--- config.mk ---
export PLATFORM = sky130hd
export DESIGN_NAME = fetch_ctl
export DESIGN_NICKNAME = d
export VERILOG_FILES = /design/src/rtl/fetch_ctl.sv
export SDC_FILE = /design/constraint.sdc
export NUM_CORES = 1
export LEC_CHECK = 0
export BUFFER_PORTS_ARGS = -buffer_cell sky130_fd_sc_hd__buf_2
export CORE_UTILIZATION = 25
export CTS_CLUSTER_DIAMETER = 80
export CTS_CLUSTER_SIZE = 16
export DETAILED_ROUTE_END_ITERATION = 7
export PLACE_DENSITY = 0.54
export SETUP_SLACK_MARGIN = 0.3
export SLEW_MARGIN = 5
export SYNTH_ARGS = -nofsm -noshare
export SYNTH_HDL_FRONTEND = slang
export SYNTH_SLANG_ARGS = --single-unit
--- constraint.sdc ---
create_clock -name clk -period 3.15 [get_ports clk]
set_clock_uncertainty 0.15 [all_clocks]
set_input_delay 0.315 -clock clk [delete_from_list [all_inputs] [get_ports clk]]
set_output_delay 0.315 -clock clk [all_outputs]
set_load 0.01 [all_outputs]
--- src/rtl/fetch_ctl.sv ---
// fetch_ctl: single-outstanding instruction fetch controller.
// Issues one memory request at a time, forwards each response to decode,
// parks a response in a one-entry hold buffer while decode is stalled, and
// restarts at a new target on redirect (discarding any in-flight response).
module fetch_ctl #(
   parameter logic [31:0] RESET_PC  = 32'h0000_0000,
   parameter logic [31:0] NOP_INSTR = 32'h0000_0013
) (
   input  logic        clk,
   input  logic        rst_n,
   input  logic        stall,
   input  logic        redirect_valid,
   input  logic [31:0] redirect_pc,
   output logic        imem_req,
   output logic [31:0] imem_addr,
   input  logic        imem_ready,
   input  logic        imem_rsp_valid,
   input  logic [31:0] imem_rsp_data,
   output logic [31:0] pc_if,
   output logic [31:0] instr_if,
   output logic        valid_if
);

   typedef enum logic [1:0] {
      S_IDLE = 2'd0,
      S_REQ  = 2'd1,
      S_WAIT = 2'd2,
      S_HOLD = 2'd3
   } state_t;

   state_t      state_q, state_d;
   logic [31:0] fetch_pc_q, fetch_pc_d;
   logic        drop_q, drop_d;
   logic [31:0] hold_q, hold_d;
   logic        imem_req_q, imem_req_d;
   logic [31:0] imem_addr_q, imem_addr_d;
   logic [31:0] pc_if_q, pc_if_d;
   logic [31:0] instr_if_q, instr_if_d;
   logic        valid_if_q, valid_if_d;

   // Word-aligned redirect target.
   logic [31:0] redir_pc;
   assign redir_pc = {redirect_pc[31:2], 2'b00};

   // Next-state, datapath and registered-output decisions.
   always_comb begin
      logic        load;
      logic [31:0] load_instr;

      state_d     = state_q;
      fetch_pc_d  = fetch_pc_q;
      drop_d      = drop_q;
      hold_d      = hold_q;
      pc_if_d     = pc_if_q;
      instr_if_d  = instr_if_q;
      valid_if_d  = valid_if_q;
      load        = 1'b0;
      load_instr  = imem_rsp_data;

      if (redirect_valid) begin
         // Redirect wins over everything, stalled or not.
         fetch_pc_d = redir_pc;
         valid_if_d = 1'b0;
         instr_if_d = NOP_INSTR;
         case (state_q)
            S_IDLE: state_d = S_REQ;
            S_REQ: begin
               if (imem_ready) begin
                  // The old address was just accepted: its response must be thrown away.
                  state_d = S_WAIT;
                  drop_d  = 1'b1;
               end else begin
                  state_d = S_REQ;
               end
            end
            S_WAIT: begin
               if (imem_rsp_valid) begin
                  state_d = S_REQ;
                  drop_d  = 1'b0;
               end else begin
                  state_d = S_WAIT;
                  drop_d  = 1'b1;
               end
            end
            default: state_d = S_REQ;   // HOLD: held word is stale
         endcase
      end else begin
         case (state_q)
            S_IDLE: state_d = S_REQ;
            S_REQ: begin
               if (imem_ready) begin
                  state_d = S_WAIT;
               end
            end
            S_WAIT: begin
               if (imem_rsp_valid) begin
                  if (drop_q) begin
                     drop_d  = 1'b0;
                     state_d = S_REQ;
                  end else if (!stall) begin
                     load       = 1'b1;
                     load_instr = imem_rsp_data;
                     fetch_pc_d = fetch_pc_q + 32'd4;
                     state_d    = S_REQ;
                  end else begin
                     hold_d  = imem_rsp_data;
                     state_d = S_HOLD;
                  end
               end
            end
            default: begin
               if (!stall) begin
                  load       = 1'b1;
                  load_instr = hold_q;
                  fetch_pc_d = fetch_pc_q + 32'd4;
                  state_d    = S_REQ;
               end
            end
         endcase

         if (load) begin
            pc_if_d    = fetch_pc_q;
            instr_if_d = load_instr;
            valid_if_d = 1'b1;
         end else if (!stall) begin
            // Decode consumed whatever was there; present a bubble.
            valid_if_d = 1'b0;
            instr_if_d = NOP_INSTR;
         end
      end

      // Request outputs track the state being entered so they are registered
      // yet line up with the REQ state.
      imem_req_d  = (state_d == S_REQ);
      imem_addr_d = (state_d == S_REQ) ? fetch_pc_d : imem_addr_q;
   end

   // State and output registers with asynchronous active-low reset.
   always_ff @(posedge clk or negedge rst_n) begin
      if (!rst_n) begin
         state_q     <= S_IDLE;
         fetch_pc_q  <= RESET_PC;
         drop_q      <= 1'b0;
         hold_q      <= 32'h0;
         imem_req_q  <= 1'b0;
         imem_addr_q <= 32'h0;
         pc_if_q     <= 32'h0;
         instr_if_q  <= NOP_INSTR;
         valid_if_q  <= 1'b0;
      end else begin
         state_q     <= state_d;
         fetch_pc_q  <= fetch_pc_d;
         drop_q      <= drop_d;
         hold_q      <= hold_d;
         imem_req_q  <= imem_req_d;
         imem_addr_q <= imem_addr_d;
         pc_if_q     <= pc_if_d;
         instr_if_q  <= instr_if_d;
         valid_if_q  <= valid_if_d;
      end
   end

   assign imem_req  = imem_req_q;
   assign imem_addr = imem_addr_q;
   assign pc_if     = pc_if_q;
   assign instr_if  = instr_if_q;
   assign valid_if  = valid_if_q;

endmodule
After elaboration in Yosys (flattened, before gate mapping). Index checks and enable logic that the tools add are counted.

Bits in registers: 165. Output and inout port bits: 98. Logic and storage cells: 60.

Add/subtract/negate cells: 1. Equality and inequality tests: 5. Multiplexer cells: 34. Bitwise logic cells: 2. Reduce and logical (&&, ||, !) cells: 9.

Operators with widths (count): $mux W32 (9); $pmux W32 S2 (1); $add A32 B3 Y32 const B (1); $mux W2 (8); $mux W1 (12); $reduce_and A4 Y1 (2); $pmux W2 S3 (1); $reduce_bool A2 Y1 (3); $eq A2 B1 Y1 const B (2); $pmux W1 S2 (2); $pmux W2 S2 (1); $ne A3 B1 Y1 const B (1); $ne A3 B3 Y1 const B (1); $reduce_or A3 Y1 (1); $eq A2 B2 Y1 const B (1); $logic_not A2 Y1 (1); $not A1 Y1 (2); $reduce_and A2 Y1 (1); $reduce_or A2 Y1 (1).

Longest topological paths before layout. Gate-level depths: netlist (run 1).

Depth after elaboration: 7. Gate-level depth with buffers: 9. Gate-level depth less buffers: 8.

Worst setup path after synthesis (run 1). No wires, ideal clock.

Path kind: register to register. Start: register state_q[0]. End: register imem_addr_q[12] (netlist: imem_addr[12]). Setup time: 0.128 ns. Data arrival time: 2.011 ns. Path slack: 0.861 ns. Cell stages (with the launch flop): 10. Buffers on the path: 1. Clock period less this slack: 2.289 ns. Cell sequence: dfrtp_1 -> inv_1 -> ha_1 -> and3b_1 -> a22oi_1 -> o211a_1 -> o21ai_1 -> inv_2 -> buf_2 -> mux2_1.

Longest elaborated chain between the ends: 4.

Ends and longest elaborated chain: start: declaration (RTL line 31) `state_t state_q, state_d;`; start signal: assignment (RTL line 151) `state_q <= state_d;`; $eq A2 B2 Y1, or another cell as far along (RTL line 65, 88); $pmux W2 S3, or another cell as far along (RTL line 88) `case (state_q)`; $mux W2 or $pmux W32 S2 (tied branches) (RTL line 60, 88); $eq A2 B1 Y1 or $mux W32 (tied branches) (RTL line 135, 60); end signal: assignment (RTL line 156) `imem_addr_q <= imem_addr_d;`; end: declaration (RTL line 36) `logic [31:0] imem_addr_q, imem_addr_d;`.

Several ways; a longest one is shown, not always the timed one. A chain may end at the register's enable or synchronous reset.

Worst setup path after layout (run 1).
Start: register state_q[0]. End: register imem_addr_q[25] (netlist: imem_addr[25]).

Same word-level chain as after synthesis.

==> results of run 1 <==
==> layer usage <==
| metal | wire (um) | GRT usage | up-vias |
|---|---|---|---|
| met5 | 11 | 0 | - |
| met4 | 210 | 0.0370 | 2 |
| met3 | 969 | 0.0346 | 11 |
| met2 | 9570 | 0.220 | 144 |
| met1 | 10500 | 0.197 | 2886 |
| li1 | - | - | 2857 |
==> worst register-to-register path: stages, from the launching register on <==
cell and delay (ns):
dfrtp_1 0.37, inv_1 0.08, ha_1 0.28, nor2b_1 0.17
o311ai_1 0.25, o211a_1 0.23, o21ai_1 0.10, inv_2 0.05
buf_4 0.37, mux2_2 0.40
==> placed cells by master (no fill, tap or decap), types with 7 or more instances in the layout <==
| master | count |
|---|---|
| buf_2 | 164 |
| dfrtp_1 | 162 |
| nand2_1 | 155 |
| dlygate4sd3_1 | 51 |
| mux2_2 | 46 |
| o21ai_0 | 43 |
| mux2i_1 | 33 |
| a21oi_1 | 21 |
| nor2_1 | 19 |
| clkbuf_16 | 17 |
| mux2_1 | 14 |
| inv_1 | 12 |
| nand3_1 | 12 |
| o21ai_1 | 12 |
| buf_4 | 12 |
| a22oi_1 | 9 |
| nand4_1 | 7 |
| xor2_1 | 7 |
==> state kept, by name, summed over array words and instances, names as in the netlist, 2 cells and up <==
name        flops
state_q         2
imem_addr      32
pc_if          32
hold_q         32
fetch_pc_q     32
instr_if       32
==> cells by family (layout without fill, tap and decap cells) <==
| family | Yosys count | count (layout) | share of synthesized area |
|---|---|---|---|
| other cells | 0 | 2 | 0 |
| xor+xnor | 12 | 12 | 0.0140 |
| compound gates | 124 | 124 | 0.106 |
| mux | 94 | 94 | 0.136 |
| fa+ha+maj | 5 | 5 | 0.00836 |
| buf+inv | 50 | 274 | 0.0269 |
| simple gates | 245 | 245 | 0.156 |
| flops | 165 | 165 | 0.552 |
==> power groups by stage <==
stage	Combinational [mW]	Sequential [mW]	Clock, mW
6_report	2.74	3.30	2.11
5_1_grt	3.04	3.41	2.28
4_1_cts	2.79	3.31	2.20
3_5_place_dp	2.72	3.34	0
3_3_place_gp	2.68	3.33	0
2_1_floorplan	1.52	3.45	0
==> per-stage QoR <==
stage | power (mW) | util | instances | hold WS [ns]
after floorplan | 4.97 | - | 695 | -0.131
after global placement | 6.01 | 0.302 | 1222 | 0.184
after detailed placement | 6.06 | 0.302 | 1222 | 0.182
after CTS | 8.29 | 0.339 | 1303 | 0.00172
after global routing | 8.73 | 0.340 | 1303 | 0.0161
final | 8.15 | 0.340 | 1305 | 0.0177
==> layout make-up <==
class | count | area (um^2) | area share
Sequential cell | 165 | 4130 | 0.418
Multi-Input combinational cell | 480 | 3170 | 0.321
Timing Repair Buffer | 230 | 1470 | 0.149
Tap cell | 384 | 480 | 0.0486
Clock buffer | 21 | 440 | 0.0445
Clock inverter | 9 | 130 | 0.0132
Inverter | 14 | 52.6 | 0.00531
Antenna cell | 2 | 5.00 | 0.000506
==> path summary, 6_finish.rpt <==
kind	start	slack [ns]	end
max reg2reg	state_q[0]	0.57	imem_addr[25]
min in group asynchronous	rst_n	0.28	fetch_pc_q[26]
min	redirect_pc[9]	0.02	fetch_pc_q[9]
max in group asynchronous	rst_n	1.64	instr_if[4]
max	state_q[0]	0.57	imem_addr[25]
min reg2reg	fetch_pc_q[1]	0.31	pc_if[1]
==> timing repair <==
action | 4_1_cts | 5_1_grt
setup endpoints to repair | 0 | 9
hold buffers | 51 | 0
gates resized for setup | 0 | 2
hold endpoints to repair | 104 | 0
==> flow_summary.json, run 1 <==
{
  "worst_hold_path_type": "in -> reg",
  "period_minus_slack_ns": 2.58,
  "synth.avg_cell_area_um2": 10.8,
  "drc_errors": 0,
  "crit_path_start_kind": "flip-flop",
  "worstMarginPinSlew_ns": 0.690,
  "clockPowerShare": 0.259,
  "worstSkewPairLatency_ns": 0.42,
  "ys_ff_latch": 165,
  "path_buf_inv": 3,
  "die_h_um": 175,
  "yosysTopAreaCell": "dfrtp_1",
  "comb_power_share": 0.336,
  "drt_pass1_iterations": 4,
  "wl_mm": 21.2,
  "synth_warnings": 0,
  "cp_max_fo": 25,
  "avgRoutedWirePerCell_um": 16.3,
  "drive_gt1_frac": 0.304,
  "synth_edf_count": 0,
  "seqPwrFrac": 0.405,
  "p_switching_mw": 2.85,
  "setup_ws_ns": 0.568,
  "grt_usage": 0.142,
  "clock_path_buffers": 2,
  "finalMaxSlewViolations": 0,
  "finalSetupTns_ns": 0,
  "dieArea_mm2": 0.0306,
  "clkTransAtPathRegs_ns": 0.07,
  "p_per_area_mw_per_mm2": 824,
  "gp_congestion": 0.777,
  "path_cells": "inv_1 > ha_1 > nor2b_1 > o311ai_1 > o211a_1 > o21ai_1 > inv_2 > buf_4 > mux2_2",
  "cts_inserted_buffers": 17,
  "io_pins": 168,
  "netlist_top_cells_count": "dfrtp_1 (162), nand2_1 (155), mux2_2 (46)",
  "final_nets": 983,
  "slowest_delay_ns": 0.38,
  "root_buffer": "clkbuf_16",
  "tritoncts": "done",
  "hold_violations": 0,
  "ys_top_cells_by_area": "dfrtp_1 (54%), nand2_1 (7.8%), mux2_2 (6.9%)",
  "grt_first_pass_wirelength_mm": 33.8,
  "fp.coreArea_mm2": 0.0291,
  "design_area_mm2": 0.00989,
  "htreeDepth": 4,
  "fillers": 2991,
  "cp_slowest_cell": "mux2_2",
  "ys.flop_type": "dfrtp_1",
  "status": "completed",
  "drt_iter0_drc": 312,
  "ant_nets": 0,
  "p_sw_frac": 0.350,
  "viasPerCell": 4.52,
  "initial_core_util": 0.257,
  "critPathKind": "reg -> reg",
  "synth_cell_types": 65,
  "ys_seq_area_frac": 0.552,
  "critPathArrivalTime_ns": 2.74,
  "antenna_found_initial": 2,
  "maxCapViolCount": 0,
  "rsz0062_at_grt": "false",
  "power.internal_mw": 5.30,
  "grt_pass1_vias": 5945,
  "reg2reg_depth": 9,
  "dp_slack_ns": 0.468,
  "num_rows": 62,
  "max-slew-margin-rel": 0.539,
  "max-vdd-ir-drop_mv": 0.327,
  "vias": 5900,
  "yosys.area.top_type_share": 0.542,
  "portBuffers": 165,
  "grt_max_degree": 78,
  "setup_viol": 0,
  "clock_sinks": 165,
  "async_reset_ff_frac": 1.00,
  "synth_area_mm2": 0.00748,
  "worstSetupPathDepth": 9,
  "synth.net_count": 770,
  "dp_hpwl_mm": 14.1,
  "hold_depth": 3,
  "yosysMostFrequentCell": "dfrtp_1",
  "placed_area_mm2": 0.00879,
  "cellLeakagePower_nw": 4.94,
  "cp_top_family": "compound AO/OA/AOI/OAI gates",
  "timing.fmax_mhz": 387,
  "end_kind": "flip-flop",
  "synthCells": 695,
  "min_period_over_period": 0.820,
  "area_growth_pct": 32.1,
  "overflow": 0,
  "die_w_um": 175,
  "crit_required_ns": 3.30,
  "cts_setup_buffers": 0
}
Note: power is estimated with default switching activity, not from simulation.
==> inputs of run 2 (changes only) <==
==> constraint.sdc (replaced) <==
create_clock -name clk -period 2.6 [get_ports clk]
set_clock_uncertainty 0.15 [all_clocks]
set_input_delay 0.26 -clock clk [delete_from_list [all_inputs] [get_ports clk]]
set_output_delay 0.26 -clock clk [all_outputs]
set_load 0.01 [all_outputs]
==> run 2 against run 1 <==
  * Largest power group unchanged
  * Non-clock buffer count up 37
  * Highest routed layer is now met4
  * Largest cell class unchanged
  * Routed wire length up 4.2%
  * Critical path type unchanged
  * Core utilization up 2.2 points
  * Via count up 2.4%
==> flow_summary.json, run 2 (same netlist as run 1, synthesis figures left out) <==
{
  "cts_inserted_buffers": 17,
  "io_pins": 168,
  "drive_gt1_frac": 0.355,
  "clock_path_buffers": 2,
  "timing.fmax_mhz": 425,
  "cp_max_fo": 7,
  "dp_hpwl_mm": 14.6,
  "crit_path_start_kind": "flip-flop",
  "setup_viol": 0,
  "holdWs_ns": 0.0298,
  "cellLeakagePower_nw": 5.20,
  "initial_core_util": 0.257,
  "worst_hold_path_type": "in -> reg",
  "slowest_delay_ns": 0.45,
  "drt_iter0_drc": 293,
  "timing.critical_path.mode_cell": "inv_4",
  "fillers": 2987,
  "end_kind": "flip-flop",
  "num_rows": 62,
  "portBuffers": 165,
  "path_cells": "inv_4 > ha_4 > nor2b_1 > o311ai_1 > o211a_1 > o21ai_4 > inv_4 > clkbuf_16 > mux2_2",
  "max-vdd-ir-drop_mv": 0.510,
  "worstMarginPinSlew_ns": 0.591,
  "whs_endpoint": "fetch_pc_q[8]",
  "final_nets": 1020,
  "ant_nets": 0,
  "viasPerCell": 4.50,
  "overflow": 0,
  "fp.coreArea_mm2": 0.0291,
  "drt_pass1_iterations": 5,
  "antenna_found_initial": 1,
  "mostFrequentLayoutCells": "buf_2 (164), nand2_1 (155), dfrtp_1 (155)",
  "hold_start": "redirect_pc[8]",
  "worstSkewPairLatency_ns": 0.42,
  "crit_required_ns": 2.75,
  "area_growth_pct": 40.5,
  "dieArea_mm2": 0.0306,
  "htreeDepth": 4,
  "grt_first_pass_wirelength_mm": 35.0,
  "regToRegEndpoint": "imem_addr[22]",
  "tritoncts": "done",
  "p_total_mw": 10.7,
  "vias": 6044,
  "fin_util": 0.361,
  "maxCapViolCount": 0,
  "status": "completed",
  "root_buffer": "clkbuf_16",
  "hold_violations": 0,
  "finalMaxSlewViolations": 0,
  "mostFrequentLayoutCell": "buf_2",
  "critPathKind": "reg -> reg",
  "drc_errors": 0,
  "avgRoutedWirePerCell_um": 16.5,
  "grt_max_degree": 65,
  "min_period_over_period": 0.905,
  "wl_mm": 22.1,
  "design_area_mm2": 0.0105,
  "clock_sinks": 165,
  "max-slew-margin-rel": 0.606,
  "multi_input_area_mm2": 0.00332,
  "gp_congestion": 0.768,
  "cp_slowest_cell": "dfrtp_2",
  "p_per_area_mw_per_mm2": 1020,
  "reg2reg_depth": 9,
  "seq_area_mm2": 0.00414,
  "grt_usage": 0.147,
  "r2r_setup_slack_ns": 0.25,
  "period_minus_slack_ns": 2.35,
  "critPathArrivalTime_ns": 2.50,
  "rsz0062_at_grt": "true",
  "die_h_um": 175,
  "hold_depth": 4,
  "worstReg2RegStart": "state_q[0]",
  "finalSetupTns_ns": 0,
  "placed_area_mm2": 0.00893,
  "clkTransAtPathRegs_ns": 0.07,
  "grt_pass1_vias": 6218,
  "die_w_um": 175
}
## run 2: changes by cell type in the layout (fill, tap and decap cells not counted), sizes merged
cell / previous run / this run
buf: 179 / 205
dlygate4sd3: 51 / 61
inv: 14 / 17
clkinv: 5 / 3
clkinvlp: 1 / 3
diode: 2 / 1
## run 2: what timing repair did
action,CTS,global route
hold buffers,61,0
gates cloned,1,2
resized for setup,19,31
setup buffers,5,8
endpoints found under the setup margin,42,36
endpoints found under the hold margin,131,0
pin swaps,6,5
## run 2: final cells by class
cell class | instances | area share
Antenna cell | 1 | 0.000238
Clock buffer | 20 | 0.0444
Clock inverter | 12 | 0.0157
Inverter | 14 | 0.00547
Multi-Input combinational cell | 480 | 0.316
Sequential cell | 165 | 0.394
Tap cell | 384 | 0.0457
Timing Repair Buffer | 267 | 0.179
## run 2: per-stage QoR
step,cells,worst slack [ns]
floorplan,695,0.311
global placement,1233,0.166
detailed placement,1233,0.0506
CTS,1332,0.286
global route,1343,0.170
finish,1343,0.248
## run 2: how the worst max path moves through the flow
stage                from             to  cells after the start
2_1_floorplan  state_q[0]  imem_addr[12]                      9
3_3_place_gp   state_q[1]   imem_addr[9]                      8
3_5_place_dp   state_q[1]   imem_addr[9]                      8
4_1_cts        state_q[1]   imem_addr[9]                      8
5_1_grt        state_q[0]  imem_addr[23]                      9
6_report       state_q[0]  imem_addr[22]                      9
## run 2: metal layers
layer	part of all wire	track usage	wire length, um	vias up
met2	0.47	0.239	10400	149
met4	0.0062	0.0377	136	0
li1	-	-	-	2937
met5	0	0	0	-
met3	0.041	0.0300	899	7
met1	0.48	0.199	10600	2951
## run 2: critical path, delay by kind of cell, from the launching register on
family	cells	cell delay, ns
DFF	1	0.45
AOI/OAI and AO/OA	3	0.61
buffers and inverters	3	0.37
and+or+nand+nor	1	0.14
adders and majority gates	1	0.18
muxes	1	0.33
## run 2: report_power, final
group / total (mW) / leakage [nW] / switching (mW) / internal, mW
Combinational: 3.94 / 2.78 / 2.05 / 1.89
Sequential: 4.04 / 2.11 / 0.594 / 3.44
Clock: 2.73 / 0.300 / 1.12 / 1.61
==> inputs of run 3 (changes only) <==
--- a/config.mk
+++ b/config.mk
@@ -10,6 +10,7 @@
 export CTS_CLUSTER_DIAMETER = 80
 export CTS_CLUSTER_SIZE = 16
 export DETAILED_ROUTE_END_ITERATION = 7
+export HOLD_SLACK_MARGIN = 0.1
 export PLACE_DENSITY = 0.54
 export SETUP_SLACK_MARGIN = 0.3
 export SLEW_MARGIN = 5
==> constraint.sdc (replaced) <==
create_clock -name clk -period 2.6 [get_ports clk]
set_clock_uncertainty 0.15 [all_clocks]
set_input_delay 0.26 -clock clk [delete_from_list [all_inputs] [get_ports clk]]
set_output_delay 0.26 -clock clk [all_outputs]
set_load 0.1 [all_outputs]
==> run 3 against run 2 <==
  * Sequential cell count unchanged
  * Global-route usage about the same
  * Clock power hardly changed
  * Combinational power rose by 88%
  * Maximum frequency is 0.38% higher
  * Clock-buffer cell count did not move
==> flow_summary.json, run 3 (same netlist as run 1, synthesis figures left out) <==
{
  "overflow": 0,
  "holdWs_ns": 0.184,
  "tritoncts": "done",
  "seq_area_mm2": 0.00414,
  "cp_slowest_cell": "dfrtp_2",
  "clockPowerShare": 0.192,
  "max-slew-margin-rel": 0.602,
  "p_total_mw": 14.2,
  "drt_pass1_iterations": 4,
  "hold_depth": 4,
  "worst_hold_path_type": "in -> reg",
  "num_rows": 62,
  "final_nets": 1024,
  "dieArea_mm2": 0.0306,
  "worstSkewPairLatency_ns": 0.42,
  "p_per_area_mw_per_mm2": 1340,
  "p_switching_mw": 7.24,
  "clock_sinks": 165,
  "whs_endpoint": "drop_q",
  "hold_start": "imem_rsp_valid",
  "drc_errors": 0,
  "power.internal_mw": 6.94,
  "maxCapViolCount": 0,
  "worstReg2RegStart": "state_q[0]",
  "grt_max_degree": 65,
  "mostFrequentLayoutCells": "buf_2 (164), nand2_1 (155), dfrtp_1 (155)",
  "multi_input_area_mm2": 0.00332,
  "p_sw_frac": 0.511,
  "period_minus_slack_ns": 2.34,
  "r2r_setup_slack_ns": 0.26,
  "crit_required_ns": 2.75,
  "fp.coreArea_mm2": 0.0291,
  "max-vdd-ir-drop_mv": 1.26,
  "cellLeakagePower_nw": 5.22,
  "clkTransAtPathRegs_ns": 0.07,
  "cp_top_family": "compound AO/OA/AOI/OAI gates",
  "root_buffer": "clkbuf_16",
  "mostFrequentLayoutCell": "buf_2",
  "die_w_um": 175,
  "die_h_um": 175,
  "critPathArrivalTime_ns": 2.49,
  "antenna_found_initial": 1,
  "io_pins": 168,
  "seqPwrFrac": 0.285,
  "area_growth_pct": 41.0,
  "fillers": 2985,
  "gp_congestion": 0.768,
  "htreeDepth": 4,
  "grt_usage": 0.147,
  "end_kind": "flip-flop",
  "clock_path_buffers": 2,
  "drt_iter0_drc": 293,
  "crit_path_start_kind": "flip-flop",
  "finalSetupTns_ns": 0,
  "drive_gt1_frac": 0.353,
  "viasPerCell": 4.49,
  "grt_first_pass_wirelength_mm": 35.0,
  "setup_viol": 0,
  "hold_violations": 0,
  "portBuffers": 165,
  "min_period_over_period": 0.901,
  "grt_pass1_vias": 6247,
  "cp_max_fo": 7,
  "timing.fmax_mhz": 427,
  "cts_inserted_buffers": 17,
  "path_cells": "inv_4 > ha_4 > nor2b_1 > o311ai_1 > o211a_1 > o21ai_4 > inv_4 > clkbuf_16 > mux2_2",
  "wl_mm": 22.1,
  "initial_core_util": 0.257,
  "finalMaxSlewViolations": 0,
  "slowest_delay_ns": 0.45,
  "dp_hpwl_mm": 14.6,
  "avgRoutedWirePerCell_um": 16.4,
  "status": "completed",
  "rsz0062_at_grt": "true",
  "path_buf_inv": 3,
  "worstMarginPinSlew_ns": 0.596,
  "reg2reg_depth": 9,
  "critPathKind": "reg -> reg",
  "fin_util": 0.363,
  "timing.critical_path.mode_cell": "inv_4",
  "regToRegEndpoint": "imem_addr[22]",
  "vias": 6043,
  "comb_power_share": 0.523,
  "ant_nets": 0
}
==> run 3: cell types whose count changed in the layout (fill, tap and decap cells not counted) <==
cell and delta:
dlygate4sd3_1 +4
==> run 3: metal layers <==
metal | share of wire | global-route usage
met1 | 0.48 | 0.199
met3 | 0.038 | 0.0300
met5 | 0 | 0
met2 | 0.47 | 0.239
met4 | 0.0047 | 0.0377
==> run 3: worst max-delay path by stage <==
stage | start | cells past startpoint | slack [ns] | end
CTS | state_q[1] | 8 | 0.29 | imem_addr[9]
global route | state_q[0] | 9 | 0.17 | imem_addr[23]
finish | state_q[0] | 9 | 0.26 | imem_addr[22]
global placement | state_q[1] | 8 | 0.17 | imem_addr[9]
floorplan | state_q[0] | 9 | 0.31 | imem_addr[12]
detailed placement | state_q[1] | 8 | 0.05 | imem_addr[9]
==> run 3: power by group through the flow <==
stage	Sequential [mW]	Clock (mW)	Combinational, mW
floorplan	7.57	0	1.85
global placement	4.03	0	6.82
detailed placement	4.05	0	6.86
CTS	4.02	2.81	7.16
global route	4.16	2.94	7.78
finish	4.04	2.73	7.41
==> run 3: per-stage QoR <==
stage | instance area (um^2) | instances | setup WS, ns
4_1_cts | 10300 | 1336 | 0.286
2_1_floorplan | 7480 | 695 | 0.311
5_1_grt | 10600 | 1347 | 0.170
6_report | 10600 | 1347 | 0.257
3_5_place_dp | 8930 | 1233 | 0.0506
3_3_place_gp | 8930 | 1233 | 0.166
==> run 3: layout make-up <==
type                       count  share of cell area
inverter                      14             0.00545
clock buffer                  20              0.0442
clock inverter                12              0.0156
antenna                        1            0.000237
multi-input combinational    480               0.315
timing repair buffer         271               0.182
sequential                   165               0.392
tap                          384              0.0455
==> run 3: repair_timing <==
item                                    4_1_cts  5_1_grt
endpoints found under the setup margin       42       37
resized for setup                            19       31
pin swaps                                     6        5
buffers inserted                              5        8
endpoints found under the hold margin       167        0
cloned                                        1        2
hold buffers                                 65        0
==> run 3: worst register-to-register path, cell delays in order, from the launching register on <==
cell and delay, ns:
dfrtp_2 0.45, inv_4 0.07, ha_4 0.18, nor2b_1 0.14, o311ai_1 0.25, o211a_1 0.26, o21ai_4 0.08, inv_4 0.13
clkbuf_16 0.18, mux2_2 0.33
